==> src/rtl/chanel_scheduler.sv <==
// Round-robin scheduler that serialises per-channel (ac, ph) samples from
// CHANELS parallel engines into one valid/address/data stream.
module chanel_scheduler #(
  parameter int CHANELS = 4,
  parameter int WIDTH   = 32
) (
  input  logic                       clk,
  input  logic                       rstn,
  input  logic [CHANELS-1:0]         i_req_vld,
  input  logic [CHANELS*WIDTH-1:0]   i_req_ac,
  input  logic [CHANELS*WIDTH-1:0]   i_req_ph,
  input  logic                       i_rdy,
  input  logic                       i_clr_ovf,
  output logic                       o_vld,
  output logic [$clog2(CHANELS)-1:0] o_addres,
  output logic [WIDTH-1:0]           o_ac,
  output logic [WIDTH-1:0]           o_ph,
  output logic [CHANELS-1:0]         o_pending,
  output logic [CHANELS-1:0]         o_ovf
);

  localparam int AW = $clog2(CHANELS);

  logic [CHANELS-1:0] pend;
  logic [WIDTH-1:0]   ac_buf [CHANELS];
  logic [WIDTH-1:0]   ph_buf [CHANELS];
  logic [AW-1:0]      ptr;

  logic               grant_any;
  logic [AW-1:0]      grant_idx;
  logic [CHANELS-1:0] grant_mask;

  assign o_pending = pend;

  // Two passes give the circular search from ptr without modulo arithmetic:
  // first the channels at or above ptr, then the ones below it.
  // NOTE: combinational blocks use blocking '=' and assign every output a
  // default first, so no latch is inferred on any path.
  always_comb begin
    grant_any  = 1'b0;
    grant_idx  = '0;
    grant_mask = '0;
    if (i_rdy) begin
      for (int k = 0; k < CHANELS; k++) begin
        if (!grant_any && pend[k] && (AW'(k) >= ptr)) begin
          grant_any = 1'b1;
          grant_idx = AW'(k);
        end
      end
      for (int k = 0; k < CHANELS; k++) begin
        if (!grant_any && pend[k]) begin
          grant_any = 1'b1;
          grant_idx = AW'(k);
        end
      end
      if (grant_any) grant_mask[grant_idx] = 1'b1;
    end
  end

  // NOTE: sequential state uses non-blocking '<=' only; the buffer memories
  // are reset too, so a reset leaves no stale sample visible anywhere.
  always_ff @(posedge clk) begin
    if (!rstn) begin
      o_vld    <= 1'b0;
      o_addres <= '0;
      o_ac     <= '0;
      o_ph     <= '0;
      pend     <= '0;
      o_ovf    <= '0;
      ptr      <= '0;
      for (int k = 0; k < CHANELS; k++) begin
        ac_buf[k] <= '0;
        ph_buf[k] <= '0;
      end
    end else begin
      if (grant_any) begin
        o_vld    <= 1'b1;
        o_addres <= grant_idx;
        o_ac     <= ac_buf[grant_idx];
        o_ph     <= ph_buf[grant_idx];
        ptr      <= (grant_idx == AW'(CHANELS - 1)) ? '0 : grant_idx + AW'(1);
      end else begin
        o_vld <= 1'b0;
      end

      if (i_clr_ovf) o_ovf <= '0;

      // A granted slot is free this cycle, so a same-cycle strobe refills it
      // losslessly; per-bit overflow sets come after the clear and win.
      for (int k = 0; k < CHANELS; k++) begin
        if (i_req_vld[k]) begin
          if (!pend[k] || grant_mask[k]) begin
            ac_buf[k] <= i_req_ac[k*WIDTH +: WIDTH];
            ph_buf[k] <= i_req_ph[k*WIDTH +: WIDTH];
            pend[k]   <= 1'b1;
          end else begin
            o_ovf[k] <= 1'b1;
          end
        end else if (grant_mask[k]) begin
          pend[k] <= 1'b0;
        end
      end
    end
  end

endmodule

==> config.mk <==
export PLATFORM = sky130hd
export DESIGN_NAME = chanel_scheduler
export DESIGN_NICKNAME = d
export VERILOG_FILES = /design/src/rtl/chanel_scheduler.sv
export SDC_FILE = /design/constraint.sdc
export NUM_CORES = 1
export LEC_CHECK = 0
export BUFFER_PORTS_ARGS = -buffer_cell sky130_fd_sc_hd__buf_2
export CORE_MARGIN = 3
export CORE_UTILIZATION = 40
export CTS_BUF_LIST = sky130_fd_sc_hd__clkbuf_16
export DETAILED_ROUTE_END_ITERATION = 16
export HOLD_SLACK_MARGIN = 0.12
export PLACE_DENSITY = 0.64
export SLEW_MARGIN = 20
export SYNTH_ARGS = -nofsm -noshare
export SYNTH_HDL_FRONTEND = slang
export SYNTH_SLANG_ARGS = --single-unit
==> constraint.sdc <==
create_clock -name clk -period 7.6 [get_ports clk]
set_input_delay 0.76 -clock clk [delete_from_list [all_inputs] [get_ports clk]]
set_output_delay 0.76 -clock clk [all_outputs]
set_load 0.02 [all_outputs]
# == After elaboration in Yosys (flattened, before gate mapping) ==
# Memory sizes are Yosys's and may differ from the RTL's. A register that Yosys moved wholly into a read port is not among the register bits.
# Cells that the tools add are included.
# Widths: inputs -> output; s select.
# word_totals
input_bits,264
ram_bits,256
regBits,13
out_inout_bits,75
elab_cells,145
mem_count,2
# mem_list
name,words,word_bits,rd,rd_clocked_by_memory_dff,wr,line,source
ac_buf,4,32,1,1,4,25,logic [WIDTH-1:0] ac_buf [CHANELS];
ph_buf,4,32,1,1,4,26,logic [WIDTH-1:0] ph_buf [CHANELS];
# classes
n_bitwise,8
n_addsub,1
n_mux,78
n_eq_ne,5
magnitude_cmp,6
reduce_logical,37
# op_table
operator,n
$mux 32,8
$mux 1,57
$mux 2,9
$logic_not 1->1,13
$logic_and 1x1->1,12
$mux 4,3
$ne 2x1->1 const B,4
$or 1x1->1,8
$reduce_and 2->1,4
$reduce_bool 2->1,4
$ge 1x2->1 const A,2
$ge 2x2->1 const A,2
$logic_or 1x1->1,4
$lt 2x3->1 const B,1
$add 2x1->2 const B,1
$demux 1 s2,1
$eq 2x2->1 const B,1
$ge 2x1->1 const B,1

# == Logic depth before layout (Yosys ltp) ==
# Gate-level depths: netlist of run 1.
# logic_depth
word_depth,47
mapped_depth,7
ltp_nobuf,7

# == Worst setup path before layout of run 1 ==
# Ideal clock, no wire load.
# synth_timing
kind,flip-flop to flip-flop
startpoint,register pend[2] (netlist: o_pending[2])
endpoint,memory ac_buf[2][0] (enable)
required_ps,7025
setup_ps,574
path_stages_with_launch,6
arrival_ps,5944
slack_ps,1081
path_buffers,1
cell_sequence,dfxtp_1 or3b_1 o221ai_1 buf_2 a21boi_0 o21ai_0
# synth_rtl
element,line,source
"start, declared",24,logic [CHANELS-1:0] pend;
"start signal, assigned",68,pend <= '0;
"start signal, assigned by index",95,pend[k] <= 1'b1;
"start signal, assigned by index",100,pend[k] <= 1'b0;
"end, declared",25,

==> results of run 1 <==
[final timing paths]
| kind | startpoint | end | slack [ns] | depth (start not counted) |
|---|---|---|---|---|
| worst max register to register | o_pending[2]$_SDFFE_PN0P_ | ph_buf[2][17]$_SDFFCE_PN0P_ | 4.02 | 6 |
| worst min register to register | o_ovf[0]$_SDFF_PN0_ | o_ovf[0]$_SDFF_PN0_ | 0.45 | 2 |
| worst max-delay path | o_pending[2]$_SDFFE_PN0P_ | ph_buf[2][17]$_SDFFCE_PN0P_ | 4.02 | 6 |
| worst min-delay path | o_ovf[0]$_SDFF_PN0_ | o_ovf[0]$_SDFF_PN0_ | 0.45 | 2 |
[synthesized netlist by cell type, types with 2 or more instances]
master	instances	area, um^2
edfxtp_1	256	7690
o21ai_1	3	15.0
and2_1	131	820
clkbuf_1	59	221
dfxtp_1	77	1540
nand2_1	142	533
a21bo_2	2	20.0
a311oi_1	64	561
nor2_1	2	7.51
inv_1	7	26.3
buf_1	2	7.51
nand2b_1	2	12.5
buf_2	39	195
o2111ai_1	3	26.3
buf_4	6	45.0
and3_1	194	1210
a21boi_0	7	52.6
o21ai_0	66	330
a21boi_1	2	15.0
a211oi_1	64	480
a21oi_1	2	10.0
nor2b_1	3	18.8
[sequential cells by signal, summed over array words and instances, names as in the netlist]
register	count
o_ac	32
o_vld	1
ac_buf	128
o_ovf	4
ph_buf	128
o_pending	4
o_addres	2
ptr	2
o_ph	32
[final cells by class]
type	instances	area (um^2)
antenna	1	2.50
clock buffer	37	926
clock inverter	27	215
fill	3059	16800
inverter	7	26.3
multi-input combinational	699	4350
sequential	333	9230
tap	448	561
timing repair buffer	353	1850
[stage by stage]
step	instance area (um^2)	cells	utilization, %	hold slack [ns]	setup WS (ns)
after global routing	17200	1904	50.5	0.462	3.78
after CTS	17100	1902	50.4	0.445	3.92
after global placement	15900	1837	46.9	0.435	3.46
final	17200	1905	50.5	0.446	4.02
after floorplan	14000	1145	-	0.465	1.08
after detailed placement	16000	1838	47.0	0.436	3.91
[cell families (layout without fill, tap and decap cells)]
group	after synthesis	count (layout)	synth area share (%)
flops	333	333	66.1
compound gates	219	219	11.3
buf+inv	113	424	3.55
mux	1	1	0.0717
fa+ha+maj	1	1	0.0896
simple gates	478	478	18.9
other cells	0	1	0
[worst max-delay path: stages (launching register included)]
cell      delay (ns)
dfxtp_1         0.49
or3b_1          0.46
o221ai_4        0.08
buf_4           0.69
a21boi_0        0.35
o21ai_4         0.57
buf_4           0.55
[where the power goes]
group          total, uW  internal, uW  leakage, uW  switching, uW
logic                586           193      0.00350            393
registers           2190          2140      0.00341           58.4
clock network       1710          1010     0.000587            696
[per-layer routing]
| layer | GRT usage [%] | up-vias | wire [um] |
|---|---|---|---|
| met3 | 3.32 | 73 | 3170 |
| met4 | 6.67 | 0 | 1090 |
| met2 | 34.6 | 490 | 19100 |
| met1 | 29.0 | 5072 | 17500 |
| li1 | - | 4826 | - |
| met5 | 0 | - | 0 |
==> impl_results.md, run 1 <==
- Drt via density: 5.49
- Tot GR Track Use: 21.1%
- Max Root-Sink Buffers: 3
- Clock latency on the worst-skew pair: 0.50 ns
- Post-DP HPWL: 24700 um
- Post-CTS setup buffers: 0
- Commonest cells after routing, fill and taps aside: buf_2, edfxtp_1, and3_1
- Final Slew Violations: 0
- Status: finished, final reports clean
- Setup TNS: 0 ns
- Clock slew at reported path FFs: 0.06 ns
- Layout area overhead: 22.9%
- Post-synth EDFFs: 256
- H-tree depth: 2
- Max-slew headroom: 30.3%
- # IOs: 339
- Critical Path AT: 3.71 ns
- Post-synthesis sequential area ratio: 66.1%
- Worst Path Required: 7.74 ns
- F_max: 279 MHz
- Post-route minimum period: 3.58 ns
- Initial antenna violation count: 1
- PnR Total Power: 4490 uW
- Number of cells upsized or downsized after cts: 0
- Drt wl/cell: 21.4 um
- HP Class: reg2reg
- Mapped Cells: 1145
- CP startpoint kind: register
- Nets@finish: 1695
- Die area: 37200 um^2
- #FFs+latches synth: 333
- Initial DRT Pass Iterations: 6
- Total wire length: 40800 um
- Setup crit end kind: register
- Core ar.: 34000 um^2
- RSZ-0062 raised after global routing: no
- Worst ir drop on vdd: 0.162 mV
- Max-cap viol count: 0
- Die width: 193 um
- Initial DRC Count: 729
- Largest net degree at the start of global routing: 108
- Net Count, Synth: 1410
- Synth Cell Area: 14000 um^2
- Synth Flop Type: edfxtp_1
- Worst Skew: 0.00945 ns
- RD Place Congestion: 0.791
- Vias in the first global route: 10500
- Final hold vios: 0
- Share of post-route cells with drive strength above 1: 28.7%
- Antenna Nets Post-Route: 0
- DRC Markers: 0
- CTS Hold Bufs: 0
- Average cell area after synthesis: 12.2 um^2
- CTS tree: done
- GR Overflow Total: 0
- P per Cell Area: 262 nW/um^2
- Commonest non-fill, non-tap cell in the layout: buf_2
- Die Ht: 193 um
- Async SR Flop Fraction: 0%
- Synth Warn #: 0
- First-pass GRT wire length: 60100 um
- Rows: 67
- Clock sink total: 333
- Final period util: 47.1%
- Initial core utilization: 41.1%
- Worst-Margin Slew: 1.04 ns
- CTS Buf Count: 36
- Via count: 10500
- I/O Buffers: 338
- Synth cell types: 34
- Crit Path Max Fanout: 76
- Crit path kind: reg2reg
- Clock root buffer: clkbuf_16
- Endpoints failing setup: 0
- Leak: 0.00749 uW
No activity file was read; power rests on OpenSTA's default activity.
==> run 2: changes to the inputs <==
--- a/config.mk
+++ b/config.mk
@@ -5,13 +5,14 @@
 export SDC_FILE = /design/constraint.sdc
 export NUM_CORES = 1
 export LEC_CHECK = 0
+export ABC_AREA = 1
 export BUFFER_PORTS_ARGS = -buffer_cell sky130_fd_sc_hd__buf_2
 export CORE_MARGIN = 3
 export CORE_UTILIZATION = 40
 export CTS_BUF_LIST = sky130_fd_sc_hd__clkbuf_16
 export DETAILED_ROUTE_END_ITERATION = 16
 export HOLD_SLACK_MARGIN = 0.12
-export PLACE_DENSITY = 0.64
+export PLACE_DENSITY = 0.65
 export SLEW_MARGIN = 20
 export SYNTH_ARGS = -nofsm -noshare
 export SYNTH_HDL_FRONTEND = slang
==> constraint.sdc (replaced) <==
create_clock -name clk -period 3.1 [get_ports clk]
set_input_delay 0.31 -clock clk [delete_from_list [all_inputs] [get_ports clk]]
set_output_delay 0.31 -clock clk [all_outputs]
set_load 0.02 [all_outputs]
==> run 2 against run 1 <==
  * Cell count grew 60%
  * Combinational power grew to 4.2 times the previous value
  * Flip-flop and latch count is the same
  * Core utilization grew 5.0 points
  * Synthesized cell count grew 73%
  * Worst hold slack lost 0.32 ns
  * Via count grew 34%
  * Routed wire length grew 19%
  * First-iteration DRC count grew 35%
  * Clock skew grew 0.017 ns
  * Largest cell class unchanged
==> impl_results.md, run 2 <==
- Status: finished, final reports clean
- Die width: 206 um (+6.7%)
- H-tree depth: 2 (unchanged)
- Setup TNS: 0 ns (unchanged)
- DRC Markers: 0 (unchanged)
- Vias in the first global route: 14300 (+35%)
- Antenna cells: 0 (-1)
- Hold_ws: 0.123 ns (-0.323 ns)
- Post-synth EDFFs: 256 (unchanged)
- Setup crit end kind: register
- CTS tree: done
- Synth cell types: 21 (-38%)
- Top cell type's share of synthesized area: 48.2% (-6.8 points)
- F_max: 372 MHz (+33%)
- Area of the multi-input gates: 4100 um^2 (-5.7%)
- Crit Path Max Fanout: 64 (-16%)
- Reg2reg path depth: 10 (+4)
- Post-synth top area cell: edfxtp_1
- CP top delay family: simple AND/OR/NAND/NOR gates
- Worst hold start: i_req_ac[68]
- Worst Skew: 0.0261 ns (+0.0166 ns)
- Clock sink total: 333 (unchanged)
- Initial antenna violation count: 0 (-1)
- Slowest CP cell: nand2_4
- Net Count, Synth: 2245 (+59%)
- Initial core utilization: 40.9% (-0.25 points)
- Die Ht: 206 um (+6.7%)
- Largest net degree at the start of global routing: 129 (+19%)
- CP cell instances: nand2_1, nand2_1, nor2_2, nand3_1, nand2_4, nor2_1, nand2_1, nand2_1, nand2_1, nand2_4
- RD Place Congestion: 0.880 (+11%)
- Die area: 42300 um^2 (+14%)
- Initial DRC Count: 987 (+35%)
- Endpoints failing setup: 0 (unchanged)
- I/O Buffers: 338 (unchanged)
- Synth Cell Area: 15900 um^2 (+14%)
- # IOs: 339 (unchanged)
- Total wire length: 48500 um (+19%)
- Top post-synthesis cells by count: inv_1, nor2_1, nand2_1
- Flop2flop setup slack: 0.41 ns (-3.61 ns)
- Final period util: 86.8% (+40 points)
- #FFs+latches synth: 333 (unchanged)
- Storage cell area: 9230 um^2 (unchanged)
- Max Root-Sink Buffers: 3 (unchanged)
- Synth Warn #: 0 (unchanged)
- Post-DP HPWL: 29400 um (+19%)
- Nets@finish: 2771 (+63%)
- Async SR Flop Fraction: 0% (unchanged)
- Worst Path Required: 3.24 ns (-4.50 ns)
- Worst-Margin Slew: 1.03 ns (-0.00859 ns)
- CP startpoint kind: register
- Clock slew at reported path FFs: 0.06 ns (about the same)
- Antenna Nets Post-Route: 0 (unchanged)
- Max-slew headroom: 31.2% (+0.84 points)
- Drt wl/cell: 15.9 um (-26%)
- HP Class: in2reg
- Drt via density: 4.60 (-16%)
- First-pass GRT wire length: 74400 um (+24%)
- Clock root buffer: clkbuf_16
- GR Overflow Total: 0 (unchanged)
- Inst Count DP: 2761 (+50%)
- Core ar.: 39000 um^2 (+15%)
- RSZ-0062 raised after global routing: no
- Layout area overhead: 35.9%
- Non-filler cells, final: 3053 (+60%)
- Post-synthesis sequential area ratio: 57.9% (-8.2 points)
- Top flop regs: ac_buf: 128 flops, ph_buf: 128 flops
- Commonest non-fill, non-tap cell in the layout: inv_1
- Clock latency on the worst-skew pair: 0.52 ns (+0.02 ns)
- Leak: 0.0115 uW (+54%)
- Max incr delay on CP: 0.74 ns (+0.05 ns)
- Most area-consuming cells after synthesis: edfxtp_1, inv_1, dfxtp_1
- Worst reg2reg endpoint: ph_buf[0][17]$_SDFFCE_PN0P_
- Fillcell total: 3433 (+12%)
- Top-count cell post-synth: inv_1
- Hold endpoint: ac_buf[2][4]$_SDFFCE_PN0P_
- Commonest cells after routing, fill and taps aside: inv_1, nor2_1, buf_2
- Final Slew Violations: 0 (unchanged)
- Rows: 72 (+7.5%)
- Max-cap viol count: 0 (unchanged)
- Average cell area after synthesis: 8.05 um^2 (-34%)
- Share of post-route cells with drive strength above 1: 17.0% (-12 points)
- Worst ir drop on vdd: 0.361 mV (+120%)
- Critical Path AT: 2.84 ns (-0.87 ns)
- Crit path kind: reg2reg
- Bufs and invs on worst path: 0 (-2)
- Final hold vios: 0 (unchanged)
- Number of cells upsized or downsized after cts: 0 (unchanged)
- Top cell by count, worst path: nand2_1
- Worst hold path cell count: 3 (+1)
- Via count: 14000 (+34%)
- Tot GR Track Use: 22.5% (+1.4 points)
- Post-route minimum period: 2.69 ns (-0.887 ns)
- Reg-to-reg startpoint: o_pending[1]$_SDFFE_PN0P_
- P per Cell Area: 578 nW/um^2 (+120%)
- Mapped Cells: 1980 (+73%)
- Initial DRT Pass Iterations: 5 (-1)
- CTS Buf Count: 38 (+5.6%)
- Synth Flop Type: edfxtp_1
[run 2: stage by stage]
step           total power [uW]  area (um^2)  setup WS (ns)  utilization, %
6_report                  12500        21700          0.408            55.5
5_1_grt                   13100        21700          0.176            55.5
4_1_cts                   12600        21700          0.420            55.5
3_5_place_dp               7780        18200          0.472            46.5
3_3_place_gp               7730        18200          0.572            46.5
2_1_floorplan              6980        15900        0.00413               -
[run 2: routing by layer]
layer	track usage (%)	routed length [um]
met2	39.0	23900
met4	11.3	2310
met1	27.1	19100
met5	0	0
met3	3.69	3230
[run 2: worst max-delay path by stage]
stage / from / endpoint / slack [ns] / depth (start not counted)
6_report: o_pending[1]$_SDFFE_PN0P_ / ph_buf[0][17]$_SDFFCE_PN0P_ / 0.41 / 10
5_1_grt: o_pending[0]$_SDFFE_PN0P_ / ph_buf[0][22]$_SDFFCE_PN0P_ / 0.18 / 10
4_1_cts: o_pending[1]$_SDFFE_PN0P_ / ph_buf[0][22]$_SDFFCE_PN0P_ / 0.42 / 10
3_5_place_dp: o_pending[1]$_SDFFE_PN0P_ / ac_buf[0][5]$_SDFFCE_PN0P_ / 0.47 / 10
3_3_place_gp: ptr[0]$_SDFFE_PN0P_ / ac_buf[0][13]$_SDFFCE_PN0P_ / 0.57 / 11
2_1_floorplan: o_pending[1]$_SDFFE_PN0P_ / ac_buf[2][0]$_SDFFCE_PN0P_ / 0.004 / 10
[run 2: logic make-up after synthesis]
logic type                 share of synthesized area (%)
and+or+nand+nor                                     24.8
buffers and inverters                               16.8
DFF                                                 57.9
AOI/OAI and AO/OA                                  0.408
adders and majority gates                         0.0785
[run 2: area by class of cell]
type                       instances  area share, %
multi-input combinational        966           18.9
sequential                       333           42.6
clock inverter                    30           1.36
clock buffer                      39           4.51
tap                              518           2.99
timing repair buffer             582           19.4
inverter                         585           10.2
[run 2: where the power goes]
group          switching [uW]  internal, uW
clock                    1800          2790
sequential                170          5300
combinational            1570           888
[run 2: worst register-to-register path, delay by kind of cell (launching register included)]
kind,cells,cell delay [ns]
and+or+nand+nor,10,1.83
DFF,1,0.43
[run 2: timing repair]
action	in CTS	in global routing
buffers inserted	0	0
endpoints found under the hold margin	224	0
hold buffers	223	0
endpoints found under the setup margin	0	0
